**src/rtl/adder_s_pkg.sv**
```systemverilog
// Shared widths and lane-indexing helper for the accumulate/requantize datapath.
package adder_s_pkg;
    localparam int DATA_WIDTH       = 32;
    localparam int A_SIZE           = 2;
    localparam int AFTER_DATA_WIDTH = 8;
    localparam int SHIFT_WIDTH      = 20;

    function automatic int lane_base(input int i, input int width);
        return i * width;
    endfunction
endpackage

```
**src/rtl/adder_s_if.sv**
```systemverilog
// Lane bus between the matmul output buffer and the adder/requantizer.
interface adder_s_if #(
    parameter int DW  = adder_s_pkg::DATA_WIDTH,
    parameter int AS  = adder_s_pkg::A_SIZE,
    parameter int ADW = adder_s_pkg::AFTER_DATA_WIDTH,
    parameter int SW  = adder_s_pkg::SHIFT_WIDTH
);
    logic [AS*DW-1:0]  A;
    logic [AS*DW-1:0]  B;
    logic [AS*DW-1:0]  C;
    logic [SW-1:0]     shift;
    logic              in_valid;
    logic              out_valid;
    logic [AS*ADW-1:0] out_data;

    modport master (output A, B, shift, in_valid, input  C, out_valid, out_data);
    modport slave  (input  A, B, shift, in_valid, output C, out_valid, out_data);
endinterface

```
**src/rtl/adder_s_rshift_sat.sv**
```systemverilog
// One lane: arithmetic right shift (floor) followed by signed saturation.
module rshift_sat #(
    parameter int data_width       = 32,
    parameter int after_data_width = 8,
    parameter int shift_width      = 20
) (
    input  logic [shift_width-1:0]      shift,
    input  logic [data_width-1:0]       data_in,
    output logic [after_data_width-1:0] data_out
);
    localparam logic signed [data_width-1:0] MAX_V =
        {{(data_width-after_data_width+1){1'b0}}, {(after_data_width-1){1'b1}}};
    localparam logic signed [data_width-1:0] MIN_V =
        {{(data_width-after_data_width+1){1'b1}}, {(after_data_width-1){1'b0}}};

    logic signed [data_width-1:0] x;
    logic signed [data_width-1:0] y;

    assign x = data_in;

    // Oversized shifts collapse to the sign fill so no shift amount yields X.
    always_comb begin
        y = x;
        if (32'(shift) >= 32'(data_width))
            y = {data_width{x[data_width-1]}};
        else
            y = x >>> shift;
    end

    always_comb begin
        data_out = y[after_data_width-1:0];
        if (y > MAX_V)
            data_out = MAX_V[after_data_width-1:0];
        else if (y < MIN_V)
            data_out = MIN_V[after_data_width-1:0];
    end
endmodule

```
**src/rtl/adder_s.sv**
```systemverilog
// Lane-parallel accumulate (combinational C) plus a registered requantize stage.
module adder_s
    import adder_s_pkg::*;
#(
    parameter int data_width       = DATA_WIDTH,
    parameter int A_size           = A_SIZE,
    parameter int after_data_width = AFTER_DATA_WIDTH,
    parameter int shift_width      = SHIFT_WIDTH
) (
    input  logic    clk,
    input  logic    rst_n,
    adder_s_if.slave bus
);
    logic [A_size*after_data_width-1:0] out_data_d;
    logic [A_size*after_data_width-1:0] out_data_q;
    logic                               out_valid_q;

    for (genvar i = 0; i < A_size; i++) begin : g_lane
        localparam int DB = lane_base(i, data_width);
        localparam int OB = lane_base(i, after_data_width);

        logic [data_width-1:0] sum;

        // Plain modulo add: each lane wraps on its own, no carry crosses lanes.
        assign sum = bus.A[DB +: data_width] + bus.B[DB +: data_width];
        assign bus.C[DB +: data_width] = sum;

        rshift_sat #(
            .data_width      (data_width),
            .after_data_width(after_data_width),
            .shift_width     (shift_width)
        ) u_sat (
            .shift   (bus.shift),
            .data_in (sum),
            .data_out(out_data_d[OB +: after_data_width])
        );
    end

    always_ff @(posedge clk or negedge rst_n) begin
        if (!rst_n) begin
            out_valid_q <= 1'b0;
            out_data_q  <= '0;
        end else begin
            out_valid_q <= bus.in_valid;
            if (bus.in_valid)
                out_data_q <= out_data_d;
        end
    end

    assign bus.out_valid = out_valid_q;
    assign bus.out_data  = out_data_q;
endmodule

```
**src/flat_wrapper.sv**
```systemverilog
// flat-port wrapper written by rule: the top's interface ports become plain ports
module adder_s_flat import adder_s_pkg::*;
#(
    parameter int data_width       = DATA_WIDTH,
    parameter int A_size           = A_SIZE,
    parameter int after_data_width = AFTER_DATA_WIDTH,
    parameter int shift_width      = SHIFT_WIDTH
)
  (clk, rst_n, bus_A, bus_B, bus_shift, bus_in_valid, bus_C, bus_out_valid, bus_out_data);
  adder_s_if #(.DW(32), .AS(2), .ADW(8), .SW(20)) bus_i ();
  input  logic clk;
  input  logic rst_n;
  input wire logic [$bits(bus_i.A)-1:0] bus_A;
  input wire logic [$bits(bus_i.B)-1:0] bus_B;
  input wire logic [$bits(bus_i.shift)-1:0] bus_shift;
  input wire logic [$bits(bus_i.in_valid)-1:0] bus_in_valid;
  output wire logic [$bits(bus_i.C)-1:0] bus_C;
  output wire logic [$bits(bus_i.out_valid)-1:0] bus_out_valid;
  output wire logic [$bits(bus_i.out_data)-1:0] bus_out_data;
  assign bus_i.A = bus_A;
  assign bus_i.B = bus_B;
  assign bus_i.shift = bus_shift;
  assign bus_i.in_valid = bus_in_valid;
  assign bus_C = bus_i.C;
  assign bus_out_valid = bus_i.out_valid;
  assign bus_out_data = bus_i.out_data;
  adder_s #(.data_width(data_width), .A_size(A_size), .after_data_width(after_data_width), .shift_width(shift_width)) u_core (.clk(clk), .rst_n(rst_n), .bus(bus_i));
endmodule
```
**config.mk**
```make
export PLATFORM = sky130hd
export DESIGN_NAME = adder_s_flat
export DESIGN_NICKNAME = d
export VERILOG_FILES = /design/src/rtl/adder_s_pkg.sv /design/src/rtl/adder_s_if.sv /design/src/rtl/adder_s_rshift_sat.sv /design/src/rtl/adder_s.sv /design/src/flat_wrapper.sv
export SDC_FILE = /design/constraint.sdc
export NUM_CORES = 1
export LEC_CHECK = 0
export ABC_CLOCK_PERIOD_IN_PS = 8800
export CAP_MARGIN = 30
export CORE_MARGIN = 2
export CORE_UTILIZATION = 35
export CTS_BUF_LIST = sky130_fd_sc_hd__clkbuf_8
export DETAILED_ROUTE_END_ITERATION = 8
export HOLD_SLACK_MARGIN = 0.12
export PLACE_DENSITY = 0.61
export SLEW_MARGIN = 10
export SYNTH_ARGS = -nofsm -noshare
export SYNTH_HDL_FRONTEND = slang
export SYNTH_SLANG_ARGS = --single-unit
```
**constraint.sdc**
```tcl
create_clock -name clk -period 8.8 [get_ports clk]
set_clock_uncertainty 0.2 [all_clocks]
set_input_delay 1.32 -clock clk [delete_from_list [all_inputs] [get_ports clk]]
set_output_delay 1.32 -clock clk [all_outputs]
set_load 0.005 [all_outputs]
```
==> metrics, run 1 <==
setup ws final 1.659 ns; Post-Syn Nets 1,867; Crit path required time 8.73 ns; Fillers 3,252; Reg-to-Reg End u_core.bus.out_data[4]$_DFFE_PN0P_; Pins Over Slew Limit 0; antenna violations before repair 0; Slew @ Worst Pin 1.022 ns; Die ar. 32,280 sq um; CP Data Arrival Time 7.07 ns; most frequent cells in the layout 227 x clkdlybuf4s50_1, 188 x nand2_1, 154 x nor2_1, 143 x a21oi_1, 115 x o21ai_0; min Tclk post-route 7.141 ns; R2R Path Start u_core.bus.out_data[4]$_DFFE_PN0P_; GR Overflow Total 0; hpwl dp 42,570 um; Post-Syn Area per Cell 6.539 sq um; reg2reg setup slack 7.55 ns; Diodes inserted 0; first-pass GRT wire length 83,900 um; CTS Hold Buffers Added 0; # resized after CTS 0; Leakage 0.004806 uW; Fin. Hold Viols 0; register area share after synthesis 0.03938; Worst-path clk slew 0.07 ns; Cells after Synth 1,652; Sw Pwr 767.9 uW; Sw Ratio 0.5490; die height 179.7 um; Clock Path Buffers 2; combinational power share 0.880; Power Internal 630.8 uW; CTS tree done; Vias/cell 6.857; Sink Count 17; Worst Hold Class reg -> reg; crit path capture u_core.bus.out_data[11]$_DFFE_PN0P_; Max transition margin 0.2994; vias in the first global route 14,240; Worst VDD drop 0.05615 mV; nets@finish 2,014; Critical Path Source bus_B[46]; io pins 232; Max Fanout on Critical Path 14; sequential power share 0.078; FMAX 140.0 MHz; gr usage total 0.3218; Main synth FF type dfrtp_1; EDFF count, synth 0; largest net degree at the start of global routing 68; share of flip-flops with an asynchronous set or reset 1.000; final WL 55,410 um; Clk pwr share 0.042; buffer count from post-CTS setup fixing 0; Final Wtd Congestion 1.008; Synth Register Bits 17; R2R cell count 3; Root Buffer clkbuf_8; clock buffer count from CTS 3; synth warn 0; I/O Buffers 231; via count 15,040; wire per inst 25.25 um; H-tree Lvls 1; pre-CTS setup slack 1.693 ns; Mapped Area 10,800 sq um; core area 30,510 sq um; synthesis-to-finish area growth 23.72%; Routed Antenna Nets 0; Max Cap Viol 0; Starting Density 0.3540; Clock Latency Late Sink 0.25 ns; most common cell after layout, fill and taps aside clkdlybuf4s50_1; RSZ-0062 raised after global routing no; Distinct cells, synth 101; period utilisation layout 0.8114; startpoint class of the critical path primary input; First-pass DRT Iterations 6; cell area power density 104.7 nW/um^2; final setup vio count 0; DR DRC count 0; Rows 64; Fin Setup TNS 0 ns; CP endpoint kind register; status finished, final reports clean; layout cells sized above 1 0.05451; DRT iter0 DRCs 1,598; Crit Path Class in -> reg; Die W 179.7 um
[per-layer routing]
metal  wire length (um)  vias up  track usage
met2              25060      959       0.5289
li1                   -     6832            -
met3               4591      207      0.04153
met5                  0        -            0
met4               3979        0       0.2016
met1              21780     7046       0.3984
[cell usage after synthesis (all sizes together), types with 7 or more instances]
master | count | area [sq um]
a221o | 7 | 70.07
mux2 | 13 | 146.4
or2 | 9 | 56.30
o2bb2ai | 7 | 61.31
nor4 | 17 | 127.6
and4 | 13 | 113.9
a211oi | 48 | 370.3
a21o | 25 | 187.7
a311oi | 17 | 148.9
xor2 | 20 | 182.7
and2 | 23 | 143.9
buf | 38 | 193.9
o22ai | 22 | 137.6
xnor2 | 19 | 166.4
nor2 | 154 | 578.1
or3 | 16 | 105.1
mux2i | 39 | 406.6
nand2 | 188 | 705.7
a31oi | 32 | 215.2
o21a | 21 | 157.7
o211ai | 31 | 232.7
nand2b | 9 | 56.30
o32ai | 7 | 61.31
a22oi | 15 | 112.6
a21oi | 145 | 740.7
nand3 | 47 | 240.2
nand4 | 34 | 212.7
mux4 | 7 | 157.7
a2111oi | 16 | 140.1
ha | 62 | 775.7
a41oi | 7 | 61.31
a211o | 9 | 78.83
inv | 35 | 131.4
o311ai | 11 | 96.34
a221oi | 21 | 190.2
o31ai | 18 | 140.1
o221ai | 18 | 157.7
nor3 | 63 | 315.3
o2111ai | 12 | 105.1
and3 | 23 | 148.9
dfrtp | 17 | 425.4
clkbuf | 82 | 309.0
o21ai | 126 | 630.6
[worst min-delay path by stage]
stage                     cells past startpoint                                  to  slack (ns)                          startpoint
after floorplan                               1  u_core.bus.out_data[7]$_DFFE_PN0P_        0.29  u_core.bus.out_data[7]$_DFFE_PN0P_
after global placement                        1  u_core.bus.out_data[7]$_DFFE_PN0P_        0.28  u_core.bus.out_data[7]$_DFFE_PN0P_
after detailed placement                      1  u_core.bus.out_data[7]$_DFFE_PN0P_        0.29  u_core.bus.out_data[7]$_DFFE_PN0P_
after CTS                                     1  u_core.bus.out_data[7]$_DFFE_PN0P_        0.30  u_core.bus.out_data[7]$_DFFE_PN0P_
after global routing                          1  u_core.bus.out_data[7]$_DFFE_PN0P_        0.31  u_core.bus.out_data[7]$_DFFE_PN0P_
final                                         1  u_core.bus.out_data[7]$_DFFE_PN0P_        0.30  u_core.bus.out_data[7]$_DFFE_PN0P_
[final cells by class]
cell class              instances  area (sq um)  area share
repair buffers                262          2525      0.1889
clock buffers                   3         41.29    0.003090
clock inverters                 1         3.754   0.0002809
well taps                     396         495.5     0.03708
inverters                      38         142.6     0.01067
multi-input cells            1477          9731      0.7281
flip-flops and latches         17         425.4     0.03183
[cell families after synthesis]
family	count (synthesis)	synth area share
mux	59	0.06579
simple gates	626	0.2830
compound gates	689	0.4442
xor+xnor	39	0.03232
buf+inv	158	0.05977
fa+ha+maj	64	0.07552
flops	17	0.03938
[per-stage QoR]
step | total power (uW) | hold WS, ns | area, sq um | cells | utilization
2_1_floorplan | 804.9 | 0.2877 | 10800 | 1652 | -
3_3_place_gp | 1308 | 0.2787 | 13320 | 2190 | 0.4366
3_5_place_dp | 1305 | 0.2893 | 13320 | 2190 | 0.4366
4_1_cts | 1371 | 0.3050 | 13360 | 2194 | 0.4380
5_1_grt | 1492 | 0.3112 | 13360 | 2194 | 0.4380
6_report | 1399 | 0.3041 | 13360 | 2194 | 0.4380
[power groups by stage]
stage / Sequential, uW / Clock, uW / Combinational (uW)
after global routing: 112 / 64.7 / 1320
after CTS: 109 / 59.4 / 1200
after global placement: 110 / 0 / 1200
after floorplan: 110 / 0 / 695
after detailed placement: 110 / 0 / 1190
final: 109 / 58.6 / 1230
[registers in the layout (all words and copies together), names as in the netlist]
| register | cells |
|---|---|
| u_core.bus.out_data | 16 |
| u_core.bus.out_valid | 1 |
[critical path, cell delays in order]
cell             delay [ns]
clkdlybuf4s50_1        0.41
ha_1                   0.46
a21oi_1                0.25
o21ai_0                0.27
a32oi_1                0.57
a21oi_1                0.25
or3_1                  0.39
nand2_1                0.51
clkinv_1               0.50
o21ai_0                0.58
o2bb2ai_1              0.15
or4b_1                 0.58
o41ai_1                0.30
and4bb_1               0.40
o32ai_1                0.11
Note: power is estimated with default switching activity, not from simulation.
==> run 2: changes to the inputs <==
- ABC_CLOCK_PERIOD_IN_PS: 8800 -> 6200
- PLACE_DENSITY: 0.61 -> 0.63
- clock period: 8.8 -> 6.2 ns (I/O delays scaled with it)
==> metrics, run 2 (synthesis gave the netlist of run 1 again) <==
register area 425.4 sq um; io pins 232; Fin Setup TNS 0 ns; min Tclk post-route 6.005 ns; core area 30,510 sq um; Rows 64; vias in the first global route 15,120; placed cells 2,328; Final Wtd Congestion 1.016; clock buffer count from CTS 3; gr usage total 0.3423; Leakage 0.005482 uW; Pins Over Slew Limit 0; GR Overflow Total 0; Max Cap Viol 0; Root Buffer clkbuf_8; cell area power density 150.6 nW/um^2; via count 15,750; Die W 179.7 um; layout cells sized above 1 0.1224; GR Util met3 0.04335; RSZ-0062 raised after global routing no; Post-DP Area 14,390 sq um; FMAX 166.5 MHz; grt peak-use layer met2; Largest register FFs 16; synthesis-to-finish area growth 33.97%; GR Layer Usage met1 0.4305; Fin. Hold Viols 0; Non-Filler Instances 2,334; wire per inst 24.98 um; Sink Count 17; CTS Hold Buffers Added 0; Worst Hold Class reg -> reg; Worst VDD drop 0.07983 mV; Clock Path Buffers 2; final WL 58,310 um; Crit Path Class in -> reg; largest net degree at the start of global routing 71; Max transition margin 0.3556; first-pass GRT wire length 88,730 um; fin util 0.4743; nets@finish 2,152; DR DRC count 0; die height 179.7 um; Slew @ Worst Pin 0.9630 ns; period utilisation layout 0.9686; H-tree Lvls 1; CP Data Arrival Time 5.94 ns; status finished, final reports clean; Fillers 3,184; I/O Buffers 231; antenna violations before repair 2; Vias/cell 6.747; Crit path required time 6.13 ns; DRT iter0 DRCs 1,955; CTS tree done; Die ar. 32,280 sq um; Max Fanout on Critical Path 8; Routed Antenna Nets 0; most common cell after layout, fill and taps aside clkdlybuf4s50_1; CP endpoint kind register; Clock Latency Late Sink 0.26 ns; Worst-path clk slew 0.07 ns; most frequent cells in the layout 227 x clkdlybuf4s50_1, 188 x nand2_1, 166 x buf_4, 154 x nor2_1, 143 x a21oi_1; M2 GR Usage 0.5709; startpoint class of the critical path primary input; First-pass DRT Iterations 8; hpwl dp 46,730 um; Design Area, Final 14,470 sq um; final setup vio count 0; Starting Density 0.3540; multi-input logic area 9759 sq um
==> run 2: layer usage <==
| layer | vias to the layer above | part of all wire |
|---|---|---|
| li1 | 7120 | - |
| met1 | 7375 | 0.40 |
| met2 | 1024 | 0.45 |
| met3 | 229 | 0.086 |
| met4 | 0 | 0.064 |
| met5 | - | 0 |
==> run 2: where the power goes <==
part           switching (uW)  internal [uW]  total (uW)
sequential               19.2            136         156
combinational            1090            847        1940
clock                    43.1           44.2        87.3
==> run 2: final timing paths <==
kind,startpoint,endpoint,slack (ns),cells after the start
hold reg to reg,u_core.bus.out_data[7]$_DFFE_PN0P_,u_core.bus.out_data[7]$_DFFE_PN0P_,0.31,1
hold / removal,u_core.bus.out_data[7]$_DFFE_PN0P_,u_core.bus.out_data[7]$_DFFE_PN0P_,0.31,1
setup reg to reg,u_core.bus.out_data[4]$_DFFE_PN0P_,u_core.bus.out_data[4]$_DFFE_PN0P_,4.91,3
max in group asynchronous,rst_n,u_core.bus.out_data[9]$_DFFE_PN0P_,4.35,1
setup / recovery,bus_B[34],u_core.bus.out_data[14]$_DFFE_PN0P_,0.19,17
min in group asynchronous,rst_n,u_core.bus.out_data[4]$_DFFE_PN0P_,0.94,1
==> run 2: cell type report <==
class,instances,share of cell area
Antenna cell,2,0.0003458
Clock buffer,3,0.002853
Clock inverter,1,0.0002594
Inverter,38,0.009856
Multi-Input combinational cell,1477,0.6744
Sequential cell,17,0.02940
Tap cell,396,0.03424
Timing Repair Buffer,400,0.2487
==> run 2: critical path, cell delays in order <==
cell and delay, ns:
clkdlybuf4s50_1 0.40, ha_1 0.35, o211ai_1 0.14, o211ai_1 0.45
nand4_1 0.39, a21oi_1 0.38, nor2_1 0.10, o21ai_1 0.56
buf_4 0.22, nor3_1 0.04, a211oi_1 0.31, buf_4 0.21
o22ai_1 0.12, or4b_1 0.53, o41ai_1 0.25, and4bb_1 0.42
o22ai_1 0.12
==> run 2: timing repair <==
action,in CTS,in global routing
endpoints found under the setup margin,0,14
resized for setup,0,6
setup buffers,0,0
==> run 2: metrics by stage <==
step	hold slack, ns	total power (uW)	setup slack (ns)
2_1_floorplan	0.2877	1142	0.9130
3_3_place_gp	0.2797	2035	-0.2061
3_5_place_dp	0.2955	2030	-0.1767
4_1_cts	0.3137	2129	0.07100
5_1_grt	0.3525	2317	0.005199
6_report	0.3087	2180	0.1949
==> run 3: changes to the inputs <==
- MAX_ROUTING_LAYER: not set -> met4
==> metrics, run 3 (synthesis gave the netlist of run 1 again) <==
Max Cap Viol 0; io pins 232; Crit path required time 6.13 ns; via count 15,890; synthesis-to-finish area growth 35.29%; CP peak stage delay 0.46 ns; hpwl dp 48,360 um; status finished, final reports clean; layout cells sized above 1 0.1332; FMAX 165.3 MHz; clock buffer count from CTS 3; most frequent cells in the layout 227 x clkdlybuf4s50_1, 190 x buf_4, 188 x nand2_1, 154 x nor2_1, 143 x a21oi_1; wire per inst 25.68 um; nets@finish 2,175; antenna violations before repair 0; Clock Path Buffers 2; Die ar. 32,280 sq um; Routed Antenna Nets 0; Slew @ Worst Pin 0.9165 ns; vias in the first global route 15,190; Max transition margin 0.3715; I/O Buffers 231; Vias/cell 6.748; placed cells 2,351; final WL 60,470 um; most common cell after layout, fill and taps aside clkdlybuf4s50_1; Worst VDD drop 0.08447 mV; First-pass DRT Iterations 8; Worst Hold End u_core.bus.out_data[7]$_DFFE_PN0P_; Starting Density 0.3540; Leakage 0.005594 uW; core area 30,510 sq um; CTS Hold Buffers Added 0; first-pass GRT wire length 90,960 um; GR Overflow Total 0; gr usage total 0.3636; cell area power density 151.5 nW/um^2; worst hold slack 0.2950 ns; Reg-to-Reg End u_core.bus.out_data[4]$_DFFE_PN0P_; DRT iter0 DRCs 1,929; Clock Latency Late Sink 0.26 ns; Sink Count 17; Worst Hold Class reg -> reg; worst hold stages 1; Diodes inserted 0; Non-Filler Instances 2,355; Worst-path clk slew 0.07 ns; hold path startpoint u_core.bus.out_data[7]$_DFFE_PN0P_; final setup vio count 0; CP cell instances clkdlybuf4s50_1 -> ha_1 -> fa_1 -> a21o_1 -> a221o_1 -> a211oi_2 -> a21oi_4 -> a21oi_2 -> mux2_2 -> or3_1 -> a2bb2oi_1 -> a211oi_1 -> a2111oi_0 -> nand4_1 -> o31a_1 -> o31ai_2 -> a22oi_1; Root Buffer clkbuf_8; Power, Total 2214 uW; CTS tree done; Final Wtd Congestion 1.057; DR DRC count 0; Pins Over Slew Limit 0; largest net degree at the start of global routing 71; Die W 179.7 um; Fin. Hold Viols 0; Largest register FFs 16; die height 179.7 um; R2R cell count 3; R2R Path Start u_core.bus.out_data[4]$_DFFE_PN0P_; H-tree Lvls 1; CP Data Arrival Time 5.98 ns; reg2reg setup slack 4.93 ns; min Tclk post-route 6.051 ns; Max Fanout on Critical Path 6; Crit Path Class in -> reg; Rows 64; Slowest-stage cell, CP a2111oi_0; CP endpoint kind register; startpoint class of the critical path primary input; period utilisation layout 0.9760
[run 3: routing by layer]
metal,GRT usage,vias up,part of all wire
met5,-,-,0
met4,0.1779,0,0.061
met3,0.05450,223,0.083
met2,0.5966,1022,0.46
met1,0.4348,7490,0.39
li1,-,7157,-
[run 3: repair_timing]
item	in CTS	in global routing
gates resized for setup	0	4
buffers inserted	0	0
endpoints found under the setup margin	0	7
[run 3: stage by stage]
step / setup TNS (ns) / area [sq um] / worst slack [ns] / util
floorplan: 0 / 10800 / 0.9130 / -
global placement: -0.08553 / 14550 / -0.04766 / 0.4770
detailed placement: -0.03613 / 14550 / -0.03558 / 0.4770
CTS: 0 / 14600 / 0.2092 / 0.4785
global route: -0.001597 / 14610 / -0.001597 / 0.4790
finish: 0 / 14610 / 0.1490 / 0.4790
[run 3: power by group]
| group | switching (uW) | internal, uW | leakage, uW |
|---|---|---|---|
| Sequential | 19.5 | 136 | 0.000197 |
| Combinational | 1110 | 860 | 0.00537 |
| Clock | 41.2 | 44.1 | 0.0000269 |
[run 3: worst max-delay path by stage]
stage	endpoint	start	slack, ns
CTS	u_core.bus.out_data[3]$_DFFE_PN0P_	bus_B[0]	0.21
global route	u_core.bus.out_data[2]$_DFFE_PN0P_	bus_B[0]	-0.002
floorplan	u_core.bus.out_data[2]$_DFFE_PN0P_	bus_B[0]	0.91
detailed placement	u_core.bus.out_data[3]$_DFFE_PN0P_	bus_B[0]	-0.04
finish	u_core.bus.out_data[0]$_DFFE_PN0P_	bus_B[0]	0.15
global placement	u_core.bus.out_data[5]$_DFFE_PN0P_	bus_B[0]	-0.05
[run 3: critical path, delay by kind of cell]
kind	cells	cell delay [ns]
multiplexers	1	0.39
buffers and inverters	1	0.41
AND/OR/NAND/NOR	2	0.53
adder cells (fa/ha/maj)	2	0.66
AO/OA/AOI/OAI	11	3.06
[run 3: final cells by class]
type,count,area [sq um]
Sequential cell,17,425.4
Multi-Input combinational cell,1477,9747
Fill cell,3096,15900
Tap cell,396,495.5
Inverter,38,142.6
Timing Repair Buffer,423,3759
Clock inverter,1,3.754
Clock buffer,3,41.29
